`config.mk`:
```
export PLATFORM = sky130hd
export DESIGN_NAME = can_rx_frame_seq_flat
export DESIGN_NICKNAME = d
export VERILOG_FILES = /design/src/rtl/can_rx_frame_seq_if.sv /design/src/rtl/can_rx_frame_seq.sv /design/src/flat_wrapper.sv
export SDC_FILE = /design/constraint.sdc
export NUM_CORES = 1
export LEC_CHECK = 0
export CAP_MARGIN = 5
export CORE_MARGIN = 3
export CORE_UTILIZATION = 50
export CTS_CLUSTER_DIAMETER = 40
export DETAILED_ROUTE_END_ITERATION = 8
export PLACE_DENSITY = 0.73
export SYNTH_ARGS = -nofsm -noshare
export SYNTH_HDL_FRONTEND = slang
export SYNTH_SLANG_ARGS = --single-unit
```
`constraint.sdc`:
```
create_clock -name clk -period 5.96 [get_ports clk]
set_input_delay 0.596 -clock clk [delete_from_list [all_inputs] [get_ports clk]]
set_output_delay 0.596 -clock clk [all_outputs]
set_load 0.005 [all_outputs]
```
`src/rtl/can_rx_frame_seq_if.sv`:
```
// Bit-stream, CRC-engine and frame-status signals of the CAN receive frame sequencer.
// The sequencer itself uses the slave view; the bus/engine side uses the master view.
interface can_rx_frame_seq_if;
    logic        bit_strobe;
    logic        rx_bit;
    logic        crc_clr;
    logic        crc_bit_valid;
    logic        crc_bit;
    logic [14:0] crc_in;
    logic [10:0] frame_id;
    logic        frame_rtr;
    logic [3:0]  frame_dlc;
    logic        rx_done;
    logic        crc_ok;
    logic        stuff_err;
    logic        form_err;
    logic        busy;

    modport master (
        output bit_strobe, rx_bit, crc_in,
        input  crc_clr, crc_bit_valid, crc_bit,
        input  frame_id, frame_rtr, frame_dlc,
        input  rx_done, crc_ok, stuff_err, form_err, busy
    );

    modport slave (
        input  bit_strobe, rx_bit, crc_in,
        output crc_clr, crc_bit_valid, crc_bit,
        output frame_id, frame_rtr, frame_dlc,
        output rx_done, crc_ok, stuff_err, form_err, busy
    );
endinterface

```
`src/rtl/can_rx_frame_seq.sv`:
```
// CAN 2.0A receive frame sequencer: destuffs the sampled bit stream, walks the frame
// fields from SOF to the CRC delimiter, feeds an external CRC-15 engine and reports status.
module can_rx_frame_seq #(
    parameter int IDLE_BITS     = 11,
    parameter int MAX_DLC_BYTES = 8
) (
    input logic               clk,
    input logic               rst_n,
    can_rx_frame_seq_if.slave bus
);

    localparam int                IDLE_W    = $clog2(IDLE_BITS + 1);
    localparam logic [IDLE_W-1:0] IDLE_LAST = IDLE_W'(IDLE_BITS - 1);
    localparam logic [3:0]        DLC_CAP   = 4'(MAX_DLC_BYTES);

    typedef enum logic [2:0] {
        INTEG,
        IDLE,
        ARB,
        CTRL,
        DATA,
        CRC,
        CRC_DEL
    } state_t;

    state_t            state, state_nxt;
    logic [IDLE_W-1:0] idle_cnt, idle_cnt_nxt;
    logic [6:0]        bit_cnt, bit_cnt_nxt;
    logic [6:0]        data_bits, data_bits_nxt;
    logic              last_level, last_level_nxt;
    logic [2:0]        run_len, run_len_nxt;
    logic [10:0]       id_q, id_nxt;
    logic              rtr_q, rtr_nxt;
    logic [3:0]        dlc_q, dlc_nxt;
    logic [14:0]       rx_crc, rx_crc_nxt;
    logic [14:0]       calc_crc, calc_crc_nxt;
    logic              crc_ok_q, crc_ok_nxt;
    logic              stuff_err_q, stuff_err_nxt;
    logic              form_err_q, form_err_nxt;
    logic              busy_q, busy_nxt;
    logic              crc_clr_q, crc_clr_nxt;
    logic              crc_valid_q, crc_valid_nxt;
    logic              crc_bit_q, crc_bit_nxt;
    logic              rx_done_q, rx_done_nxt;

    logic              in_frame;
    logic              stuff_slot;
    logic              abort;
    logic [3:0]        dlc_new;
    logic [3:0]        dlc_bytes;
    logic [6:0]        n_bits;

    always_ff @(posedge clk) begin
        if (!rst_n) begin
            state       <= INTEG;
            idle_cnt    <= '0;
            bit_cnt     <= '0;
            data_bits   <= '0;
            last_level  <= 1'b0;
            run_len     <= '0;
            id_q        <= '0;
            rtr_q       <= 1'b0;
            dlc_q       <= '0;
            rx_crc      <= '0;
            calc_crc    <= '0;
            crc_ok_q    <= 1'b0;
            stuff_err_q <= 1'b0;
            form_err_q  <= 1'b0;
            busy_q      <= 1'b0;
            crc_clr_q   <= 1'b0;
            crc_valid_q <= 1'b0;
            crc_bit_q   <= 1'b0;
            rx_done_q   <= 1'b0;
        end else begin
            state       <= state_nxt;
            idle_cnt    <= idle_cnt_nxt;
            bit_cnt     <= bit_cnt_nxt;
            data_bits   <= data_bits_nxt;
            last_level  <= last_level_nxt;
            run_len     <= run_len_nxt;
            id_q        <= id_nxt;
            rtr_q       <= rtr_nxt;
            dlc_q       <= dlc_nxt;
            rx_crc      <= rx_crc_nxt;
            calc_crc    <= calc_crc_nxt;
            crc_ok_q    <= crc_ok_nxt;
            stuff_err_q <= stuff_err_nxt;
            form_err_q  <= form_err_nxt;
            busy_q      <= busy_nxt;
            crc_clr_q   <= crc_clr_nxt;
            crc_valid_q <= crc_valid_nxt;
            crc_bit_q   <= crc_bit_nxt;
            rx_done_q   <= rx_done_nxt;
        end
    end

    always_comb begin
        state_nxt      = state;
        idle_cnt_nxt   = idle_cnt;
        bit_cnt_nxt    = bit_cnt;
        data_bits_nxt  = data_bits;
        last_level_nxt = last_level;
        run_len_nxt    = run_len;
        id_nxt         = id_q;
        rtr_nxt        = rtr_q;
        dlc_nxt        = dlc_q;
        rx_crc_nxt     = rx_crc;
        calc_crc_nxt   = calc_crc;
        crc_ok_nxt     = crc_ok_q;
        stuff_err_nxt  = stuff_err_q;
        form_err_nxt   = form_err_q;
        busy_nxt       = busy_q;
        crc_clr_nxt    = 1'b0;
        crc_valid_nxt  = 1'b0;
        crc_bit_nxt    = 1'b0;
        rx_done_nxt    = 1'b0;
        abort          = 1'b0;

        dlc_new    = {dlc_q[2:0], bus.rx_bit};
        dlc_bytes  = (dlc_new > DLC_CAP) ? DLC_CAP : dlc_new;
        n_bits     = {dlc_bytes, 3'b000};
        in_frame   = (state == ARB) || (state == CTRL) || (state == DATA) || (state == CRC);
        stuff_slot = in_frame && (run_len == 3'd5);

        if (bus.bit_strobe) begin
            // The run tracker spans every destuffed field, including into the CRC field.
            if (in_frame) begin
                if (stuff_slot || (bus.rx_bit != last_level)) begin
                    last_level_nxt = bus.rx_bit;
                    run_len_nxt    = 3'd1;
                end else begin
                    run_len_nxt = run_len + 3'd1;
                end
            end

            // By the first CRC-field strobe the engine has absorbed the last data bit.
            if ((state == CRC) && (bit_cnt == 7'd0)) begin
                calc_crc_nxt = bus.crc_in;
            end

            if (stuff_slot) begin
                if (bus.rx_bit == last_level) begin
                    stuff_err_nxt = 1'b1;
                    abort         = 1'b1;
                end
            end else begin
                case (state)
                    INTEG: begin
                        if (bus.rx_bit) begin
                            if (idle_cnt == IDLE_LAST) begin
                                state_nxt = IDLE;
                            end
                            idle_cnt_nxt = idle_cnt + IDLE_W'(1);
                        end else begin
                            idle_cnt_nxt = '0;
                        end
                    end
                    IDLE: begin
                        if (!bus.rx_bit) begin
                            state_nxt      = ARB;
                            bit_cnt_nxt    = '0;
                            last_level_nxt = 1'b0;
                            run_len_nxt    = 3'd1;
                            crc_clr_nxt    = 1'b1;
                            crc_valid_nxt  = 1'b1;
                            crc_bit_nxt    = 1'b0;
                            busy_nxt       = 1'b1;
                            crc_ok_nxt     = 1'b0;
                            stuff_err_nxt  = 1'b0;
                            form_err_nxt   = 1'b0;
                        end
                    end
                    ARB: begin
                        crc_valid_nxt = 1'b1;
                        crc_bit_nxt   = bus.rx_bit;
                        if (bit_cnt == 7'd11) begin
                            rtr_nxt     = bus.rx_bit;
                            bit_cnt_nxt = '0;
                            state_nxt   = CTRL;
                        end else begin
                            id_nxt      = {id_q[9:0], bus.rx_bit};
                            bit_cnt_nxt = bit_cnt + 7'd1;
                        end
                    end
                    CTRL: begin
                        crc_valid_nxt = 1'b1;
                        crc_bit_nxt   = bus.rx_bit;
                        bit_cnt_nxt   = bit_cnt + 7'd1;
                        if ((bit_cnt == 7'd0) && bus.rx_bit) begin
                            form_err_nxt = 1'b1;
                            abort        = 1'b1;
                        end else if (bit_cnt >= 7'd2) begin
                            dlc_nxt = dlc_new;
                        end
                        // Remote frames carry no data field regardless of DLC.
                        if (bit_cnt == 7'd5) begin
                            bit_cnt_nxt   = '0;
                            data_bits_nxt = rtr_q ? 7'd0 : n_bits;
                            state_nxt     = (rtr_q || (n_bits == 7'd0)) ? CRC : DATA;
                        end
                    end
                    DATA: begin
                        crc_valid_nxt = 1'b1;
                        crc_bit_nxt   = bus.rx_bit;
                        if (bit_cnt == (data_bits - 7'd1)) begin
                            bit_cnt_nxt = '0;
                            state_nxt   = CRC;
                        end else begin
                            bit_cnt_nxt = bit_cnt + 7'd1;
                        end
                    end
                    CRC: begin
                        rx_crc_nxt = {rx_crc[13:0], bus.rx_bit};
                        if (bit_cnt == 7'd14) begin
                            bit_cnt_nxt = '0;
                            state_nxt   = CRC_DEL;
                        end else begin
                            bit_cnt_nxt = bit_cnt + 7'd1;
                        end
                    end
                    CRC_DEL: begin
                        if (bus.rx_bit) begin
                            crc_ok_nxt   = (rx_crc == calc_crc);
                            rx_done_nxt  = 1'b1;
                            busy_nxt     = 1'b0;
                            idle_cnt_nxt = '0;
                            state_nxt    = INTEG;
                        end else begin
                            form_err_nxt = 1'b1;
                            abort        = 1'b1;
                        end
                    end
                    default: begin
                        state_nxt = INTEG;
                    end
                endcase
            end

            if (abort) begin
                rx_done_nxt  = 1'b1;
                crc_ok_nxt   = 1'b0;
                busy_nxt     = 1'b0;
                idle_cnt_nxt = '0;
                state_nxt    = INTEG;
            end
        end
    end

    assign bus.crc_clr       = crc_clr_q;
    assign bus.crc_bit_valid = crc_valid_q;
    assign bus.crc_bit       = crc_bit_q;
    assign bus.frame_id      = id_q;
    assign bus.frame_rtr     = rtr_q;
    assign bus.frame_dlc     = dlc_q;
    assign bus.rx_done       = rx_done_q;
    assign bus.crc_ok        = crc_ok_q;
    assign bus.stuff_err     = stuff_err_q;
    assign bus.form_err      = form_err_q;
    assign bus.busy          = busy_q;

endmodule

```
`src/flat_wrapper.sv`:
```
// flat-port wrapper written by rule: the top's interface ports become plain ports
module can_rx_frame_seq_flat 
#(
    parameter int IDLE_BITS     = 11,
    parameter int MAX_DLC_BYTES = 8
)
  (clk, rst_n, bus_bit_strobe, bus_rx_bit, bus_crc_in, bus_crc_clr, bus_crc_bit_valid, bus_crc_bit, bus_frame_id, bus_frame_rtr, bus_frame_dlc, bus_rx_done, bus_crc_ok, bus_stuff_err, bus_form_err, bus_busy);
  can_rx_frame_seq_if bus_i ();
  input logic clk;
  input logic rst_n;
  input wire logic [$bits(bus_i.bit_strobe)-1:0] bus_bit_strobe;
  input wire logic [$bits(bus_i.rx_bit)-1:0] bus_rx_bit;
  input wire logic [$bits(bus_i.crc_in)-1:0] bus_crc_in;
  output wire logic [$bits(bus_i.crc_clr)-1:0] bus_crc_clr;
  output wire logic [$bits(bus_i.crc_bit_valid)-1:0] bus_crc_bit_valid;
  output wire logic [$bits(bus_i.crc_bit)-1:0] bus_crc_bit;
  output wire logic [$bits(bus_i.frame_id)-1:0] bus_frame_id;
  output wire logic [$bits(bus_i.frame_rtr)-1:0] bus_frame_rtr;
  output wire logic [$bits(bus_i.frame_dlc)-1:0] bus_frame_dlc;
  output wire logic [$bits(bus_i.rx_done)-1:0] bus_rx_done;
  output wire logic [$bits(bus_i.crc_ok)-1:0] bus_crc_ok;
  output wire logic [$bits(bus_i.stuff_err)-1:0] bus_stuff_err;
  output wire logic [$bits(bus_i.form_err)-1:0] bus_form_err;
  output wire logic [$bits(bus_i.busy)-1:0] bus_busy;
  assign bus_i.bit_strobe = bus_bit_strobe;
  assign bus_i.rx_bit = bus_rx_bit;
  assign bus_i.crc_in = bus_crc_in;
  assign bus_crc_clr = bus_i.crc_clr;
  assign bus_crc_bit_valid = bus_i.crc_bit_valid;
  assign bus_crc_bit = bus_i.crc_bit;
  assign bus_frame_id = bus_i.frame_id;
  assign bus_frame_rtr = bus_i.frame_rtr;
  assign bus_frame_dlc = bus_i.frame_dlc;
  assign bus_rx_done = bus_i.rx_done;
  assign bus_crc_ok = bus_i.crc_ok;
  assign bus_stuff_err = bus_i.stuff_err;
  assign bus_form_err = bus_i.form_err;
  assign bus_busy = bus_i.busy;
  can_rx_frame_seq #(.IDLE_BITS(IDLE_BITS), .MAX_DLC_BYTES(MAX_DLC_BYTES)) u_core (.clk(clk), .rst_n(rst_n), .bus(bus_i));
endmodule
```
Word level (Yosys, flattened, before mapping):

Index checks and enable logic that the tools add are counted.
W data, S select, Z words.

* add/subtract/negate cells: 4
* $lt $le $gt $ge: 2
* equal/unequal tests: 29
* mux-type cells: 61
* bitwise operators: 7
* reductions and logical operators: 33

Operator list (number)
* $mux W3: 15
* $mux W7: 6
* $pmux W7 S5: 1
* $mux W1: 27
* $reduce_and A4 Y1: 6
* $pmux W3 S7: 1
* $mux W4: 5
* $eq A15 B15 Y1: 1
* $eq A7 B4 Y1 const B: 2
* $eq A3 B3 Y1 const B: 4
* $ne A3 B3 Y1 const B: 4
* $ne A2 B2 Y1 const B: 5
* $reduce_and A10 Y1: 1
* $reduce_and A5 Y1: 2
* $ne A3 B2 Y1 const B: 3
* $reduce_bool A3 Y1: 3
* $pmux W1 S2: 4
* $pmux W4 S2: 1
* $reduce_or A4 Y1: 2
* $add A7 B1 Y7 const B: 1
* $eq A7 B3 Y1 const B: 1
* $eq A7 B7 Y1: 1
* $ge A7 B2 Y1 const B: 1
* $logic_not A7 Y1: 1
* 23 further kinds: 38

* flip-flop bits (word level): 79
* input port bits: 19
* output and inout port bits: 24
* word-level logic and storage cells: 155

Depth between registers and ports, before layout:

Gate-level depths: netlist of run 1.

* depth after elaboration: 11
* mapped depth: 8

Worst setup path before layout of run 1:

No wires, ideal clock.

* path type: input to register
* from: in bus_rx_bit
* to: reg u_core.idle_cnt[1]
* library setup time: 0.071 ns
* data arrival time: 2.072 ns
* required time: 5.889 ns
* setup slack: 3.817 ns
* stages: 6
* buffers on the path: 1
* cells stage by stage: buf_2 -> or2_2 -> a211oi_1 -> a221oi_2 -> or4b_1 -> a21oi_1

* word-level cells in the longest chain between the ends: 7

RTL lines
* from (decl): line flat_wrapper.sv:12 `input wire logic [$bits(bus_i.rx_bit)-1:0] bus_rx_bit;`
* $logic_and A1 B1 Y1: line can_rx_frame_seq.sv:189 `if ((bit_cnt == 7'd0) && bus.rx_bit) begin`
* $mux W1: line can_rx_frame_seq.sv:189
* $pmux W1 S2: line can_rx_frame_seq.sv:147 `case (state)`
* $mux W1: line can_rx_frame_seq.sv:141 `if (stuff_slot) begin`
* $mux W1: line can_rx_frame_seq.sv:125 `if (bus.bit_strobe) begin`
* $ne A3 B2 Y1 (no line) (tied with other cells)
* $reduce_and A4 Y1 (no line)
* to (signal assigned): line can_rx_frame_seq.sv:76 `idle_cnt <= idle_cnt_nxt;`
* to (decl): line can_rx_frame_seq.sv:27 `logic [IDLE_W-1:0] idle_cnt, idle_cnt_nxt;`

Several ways; a longest one is shown, not always the timed one. The select of a mux whose other input is x is not followed.
A chain may end at the register's enable or synchronous reset.

Worst setup path in the final report of run 1:

* from: in bus_bit_strobe
* to: reg u_core.id_q[7] (netlist: u_core.bus.frame_id[7])

* word-level cells in the longest chain between the ends: 1

RTL lines
* from (decl): line flat_wrapper.sv:11 `input wire logic [$bits(bus_i.bit_strobe)-1:0] bus_bit_strobe;`
* $reduce_and A4 Y1 (no line)
* to (signal assigned): line can_rx_frame_seq.sv:81 `id_q <= id_nxt;`
* to (decl): line can_rx_frame_seq.sv:32 `logic [10:0] id_q, id_nxt;`

No other way between the ends.

==> flow_summary.yaml, run 1 <==
run_status:
  status: "completed"
grt:
  grt_pass1_vias: 2920
  gr-total-overflow: 0
  busiest_layer: "met2"
  gr-usage-met2_pct: 32.1
  use_met1_pct: 26.9
  use_met3_pct: 3.98
  antenna_found_initial: 0
  grtUsageTotal_pct: 20.1
  grt_max_degree: 61
  grt_pass1_wl_mm: 13.7
die:
  die_h_um: 91.6
  ioPinCount: 43
  die_x_um: 91.6
  num_rows: 30
  die_area_um2: 8390
  core_um2: 6940
  initial_core_util_pct: 52.7
worst_setup_path:
  arrival_ps: 3370
  cp_slowest_cell: "nor3b_2"
  crit_buf_inv: 2
  critPathKind: "input port to flop"
  worst_setup_path_start_kind: "input port"
  end_kind: "flop"
  slowest_delay_ps: 890
  worstPathRequired_ps: 6180
  crit_chain: "clkdlybuf4s50_1 -> inv_1 -> or3_1 -> nor3b_2 -> mux2i_1 -> nor2_1"
  critPathTopFamily: "simple AND/OR/NAND/NOR gates"
  critPathMaxFanout: 15
final_layout:
  nets: 465
  syn2layout_area_growth_pct: 17.3
  fin_util_pct: 61.8
  antenna_cells: 0
  stdcell_area_um2: 4290
  drive_gt1_share_pct: 7.24
  fin_cells: 538
detailed_routing:
  wirelength_mm: 8.00
  drc: 0
  vias: 2961
  ant_nets: 0
  avgRoutedWirePerCell_um: 14.9
  viasPerCell: 5.50
  firstDrtPassIters: 4
  drt_iter0_markers: 201
cts:
  hold_buffers: 0
  cts_buffers: 9
  clock_latency_ps: 350
  clk_pin_slew_ps: 80
  post-cts-setup-buffers: 0
  clkSinkCount: 76
  ctsResizeCount: 0
  clockRootBuffer: "clkbuf_8"
  cts_tree: "built"
  clockBufferDepth: 2
  h-tree-depth: 3
sta:
  fmax_ghz: 0.317
  rsz0062_at_grt: "no"
  finalCritPeriodShare_pct: 52.9
  setup-violations-final: 0
  whs_ps: 493
  fin_tns_setup_ps: 0
  hold_violations: 0
  finClkSkew_ps: 7.27
  relSlewSlack_pct: 27.1
  period_minus_slack_ps: 3150
  max_slew.worst_pin.slew_ps: 1090
  slew_violations: 0
synthesis:
  ys_async_sr_fraction_pct: 0
  synth-compound-area-share_pct: 10.8
  syn-instance-count: 403
  synth_top_family_by_area: "simple AND/OR/NAND/NOR gates"
  synth-seq-cells: 76
  yosysSeqAreaShare_pct: 41.6
  yosys_warnings: 0
  yosys_most_used_dff: "dfxtp_1"
  synthAdderAreaFrac_pct: 3.08
  yosysTopAreaCellShare_pct: 41.6
  synth_edf_count: 0
  synthMuxAreaShare_pct: 13.1
  syn-num-nets: 431
  syn_area_um2: 3660
  synth_top_cell_by_area: "dfxtp_1"
  yosys.area_share.simple_pct: 20.5
  synth_area_per_cell_um2: 9.08
  ys_types: 52
  synth_xor_area_share_pct: 7.18
  yosys-top-cells-area: "dfxtp_1 (42%), mux2i_1 (13%), nor2_1 (6.9%)"
worst_hold_path:
  hold_class: "flop to flop"
place:
  port_buffers: 42
  dp_cells: 522
  place_area_um2: 4130
  dpl.hpwl_mm: 5.63
  gp_congestion: 0.869
pwr:
  power.leakage_nw: 1.56
  vdd_ir_drop_max_uv: 153
  powerDensity_nw_per_um2: 206
run:
  maxCapViolCount: 0
[stage by stage]
stage	power [mW]	worst slack (ps)
after floorplan	0.537	3820
after global placement	0.554	2560
final	0.885	2810
after detailed placement	0.554	2450
after CTS	0.895	2840
after global routing	0.919	2580
[cell type report]
type	instances	area, µm²
clock inverter	6	40.0
clock buffer	10	128
tap	96	120
fill	623	2650
inverter	11	41.3
multi-input combinational	295	2010
sequential	76	1520
timing repair buffer	44	435
[path summary, 6_finish.rpt]
path,from,endpoint,slack (ps),cells past startpoint
hold / removal,u_core.data_bits[4],u_core.data_bits[4],490,2
hold reg to reg,u_core.data_bits[4],u_core.data_bits[4],490,2
setup reg to reg,u_core.state[1],u_core.bus.frame_id[7],3180,5
setup / recovery,bus_bit_strobe,u_core.bus.frame_id[7],2810,6
[worst reg2reg max path, delay by kind of cell, from the launching register on]
family	cells	cell delay [ps]
DFF	1	710
and+or+nand+nor	4	1650
muxes	1	290
[routing by layer]
metal	share of wire (%)	up-vias	wire, µm
li1	-	1482	-
met1	47	1378	3730
met2	47	87	3780
met3	4.5	14	356
met4	1.7	0	139
met5	0	-	0
[kinds of logic (layout without fill, tap and decap cells)]
group	Yosys count	count (layout)
muxes	48	48
xor gates and xnor gates	30	30
and+or+nand+nor	150	150
adders and majority gates	9	9
DFF	76	76
AOI/OAI and AO/OA	58	58
buffers and inverters	32	71
[synthesized netlist by cell type, types with 4 or more instances]
library cell and instances:
a211oi_1 7, a21oi_1 14, a31oi_1 7, clkbuf_1 15
dfxtp_1 76, ha_1 9, inv_1 10, mux2i_1 48
nand2_1 21, nand2b_1 4, nand3_1 10, nand3b_1 6
nand4_1 8, nor2_1 67, nor3_1 7, o211ai_1 4
o21ai_0 12, xnor2_1 15, xor2_1 15
[flip-flops by register name, summed over array words and instances (netlist names), 3 cells and up]
name / count
u_core.state: 3
u_core.idle_cnt: 4
u_core.bus.frame_dlc: 4
u_core.rx_crc: 15
u_core.run_len: 3
u_core.data_bits: 4
u_core.bus.frame_id: 11
u_core.bit_cnt: 7
u_core.calc_crc: 15
[cells in the final DEF (no fill, tap or decap), types with 8 or more instances in the layout]
cell type / netlist / final
dfxtp_1: 76 / 76
nor2_1: 67 / 67
mux2i_1: 48 / 48
clkdlybuf4s50_1: 0 / 42
nand2_1: 21 / 21
xnor2_1: 15 / 15
xor2_1: 15 / 15
a21oi_1: 14 / 14
o21ai_0: 12 / 12
inv_1: 10 / 10
nand3_1: 10 / 10
ha_1: 9 / 9
clkbuf_8: 0 / 9
nand4_1: 8 / 8
[power by group]
part	total (mW)	internal [mW]	switching [mW]
clock network	0.343	0.151	0.192
registers	0.508	0.508	0.000630
logic	0.0340	0.0145	0.0195
Note: power is estimated with default switching activity, not from simulation.
==> run 2: changes to the inputs <==
==> constraint.sdc (replaced) <==
create_clock -name clk -period 3.16 [get_ports clk]
set_input_delay 0.316 -clock clk [delete_from_list [all_inputs] [get_ports clk]]
set_output_delay 0.316 -clock clk [all_outputs]
set_load 0.005 [all_outputs]
==> flow_summary.yaml, run 2 (same netlist as run 1, synthesis figures left out) <==
die:
  die_h_um: 91.6
  die_area_um2: 8390
  num_rows: 30
  initial_core_util_pct: 52.7
  core_um2: 6940
  ioPinCount: 43
  die_x_um: 91.6
detailed_routing:
  firstDrtPassIters: 5
  wirelength_mm: 8.17
  drt_iter0_markers: 238
  avgRoutedWirePerCell_um: 15.0
  vias: 2991
  drc: 0
  viasPerCell: 5.50
  ant_nets: 0
worst_setup_path:
  crit_chain: "nand2b_2 -> or3_1 -> nor3_1 -> mux2i_1 -> nor2_1"
  worst_setup_path_start_kind: "flop"
  slowest_delay_ps: 680
  r2r_start: "u_core.state[1]"
  critPathMaxFanout: 15
  critPathKind: "flop to flop"
  regToRegSetupSlack_ps: 620
  end_kind: "flop"
  worstPathRequired_ps: 3370
  cp_slowest_cell: "dfxtp_1"
  worstReg2RegEnd: "u_core.data_bits[6]"
  r2r_cells: 5
  arrival_ps: 2750
grt:
  antenna_found_initial: 0
  grt_pass1_wl_mm: 14.0
  gr-total-overflow: 0
  grt_max_degree: 61
  grt_pass1_vias: 2909
  grtUsageTotal_pct: 20.3
place:
  gp_congestion: 0.898
  place_area_um2: 4180
  port_buffers: 42
  dpl.hpwl_mm: 5.64
cts:
  hold_buffers: 0
  clock_latency_ps: 350
  clockBufferDepth: 2
  cts_tree: "built"
  clk_pin_slew_ps: 80
  h-tree-depth: 3
  cts_buffers: 9
  clockRootBuffer: "clkbuf_8"
  clkSinkCount: 76
  post-cts-setup-buffers: 0
  ctsResizeCount: 0
sta:
  fin_tns_setup_ps: 0
  rsz0062_at_grt: "no"
  relSlewSlack_pct: 47.5
  setup-violations-final: 0
  fmax_ghz: 0.393
  hold_violations: 0
  whs_ps: 502
  period_minus_slack_ps: 2540
  max_slew.worst_pin.slew_ps: 782
  finClkSkew_ps: 10.2
  finalCritPeriodShare_pct: 80.5
  slew_violations: 0
final_layout:
  stdcell_area_um2: 4390
  antenna_cells: 0
  drive_gt1_share_pct: 8.71
  layout_commonest_cell: "dfxtp_1"
  syn2layout_area_growth_pct: 20.0
  layout_common_cells: "dfxtp_1 (76), nor2_1 (67), mux2i_1 (48)"
  nets: 472
worst_hold_path:
  min_path_cells: 2
  hold_end: "u_core.bus.frame_id[10]"
  hold_class: "flop to flop"
  hold_path_startpoint: "u_core.bus.frame_id[10]"
run_status:
  status: "completed"
run:
  maxCapViolCount: 0
pwr:
  vdd_ir_drop_max_uv: 291
  powerDensity_nw_per_um2: 418
  power.leakage_nw: 1.61
## run 2: routing by layer
layer  wire [µm]  part of all wire, %  global-route usage [%]  vias up
li1            -                    -                       -     1495
met1        3820                   47                    27.8     1393
met2        3800                   47                    31.1       91
met3         429                  5.2                    3.98       12
met4         116                  1.4                    8.54        0
met5           0                    0                       0        -
## run 2: where the power goes
part	total (mW)	internal (mW)	switching [mW]
registers	0.959	0.958	0.00125
clock network	0.812	0.442	0.370
logic	0.0672	0.0298	0.0374
## run 2: critical path, delay by kind of cell (launching register included)
family,cells,cell delay [ps]
simple gates,4,1430
flops,1,680
mux,1,290
## run 2: layout make-up
cell class / count / area [µm²]
Tap cell: 96 / 120
Inverter: 11 / 41.3
Clock inverter: 6 / 88.8
Clock buffer: 9 / 124
Fill cell: 571 / 2550
Multi-Input combinational cell: 295 / 2010
Timing Repair Buffer: 51 / 488
Sequential cell: 76 / 1520
## run 2: stage by stage
stage / instances / util (%) / setup WS, ps / power [mW]
after floorplan: 403 / - / 1040 / 1.01
after global placement: 529 / 60.2 / 725 / 1.05
after detailed placement: 529 / 60.2 / 647 / 1.05
after CTS: 544 / 63.2 / 690 / 1.85
after global routing: 544 / 63.2 / 494 / 1.90
final: 544 / 63.2 / 617 / 1.84
## run 2: how the worst max path moves through the flow
stage / from / to / slack [ps] / depth (start not counted)
6_report: u_core.state[1] / u_core.data_bits[6] / 620 / 5
5_1_grt: u_core.state[1] / u_core.data_bits[6] / 490 / 5
4_1_cts: u_core.state[1] / u_core.data_bits[6] / 690 / 5
3_5_place_dp: bus_rx_bit / u_core.idle_cnt[1] / 650 / 7
3_3_place_gp: bus_rx_bit / u_core.idle_cnt[1] / 730 / 7
2_1_floorplan: u_core.run_len[1] / u_core.bus.frame_id[0] / 1040 / 8
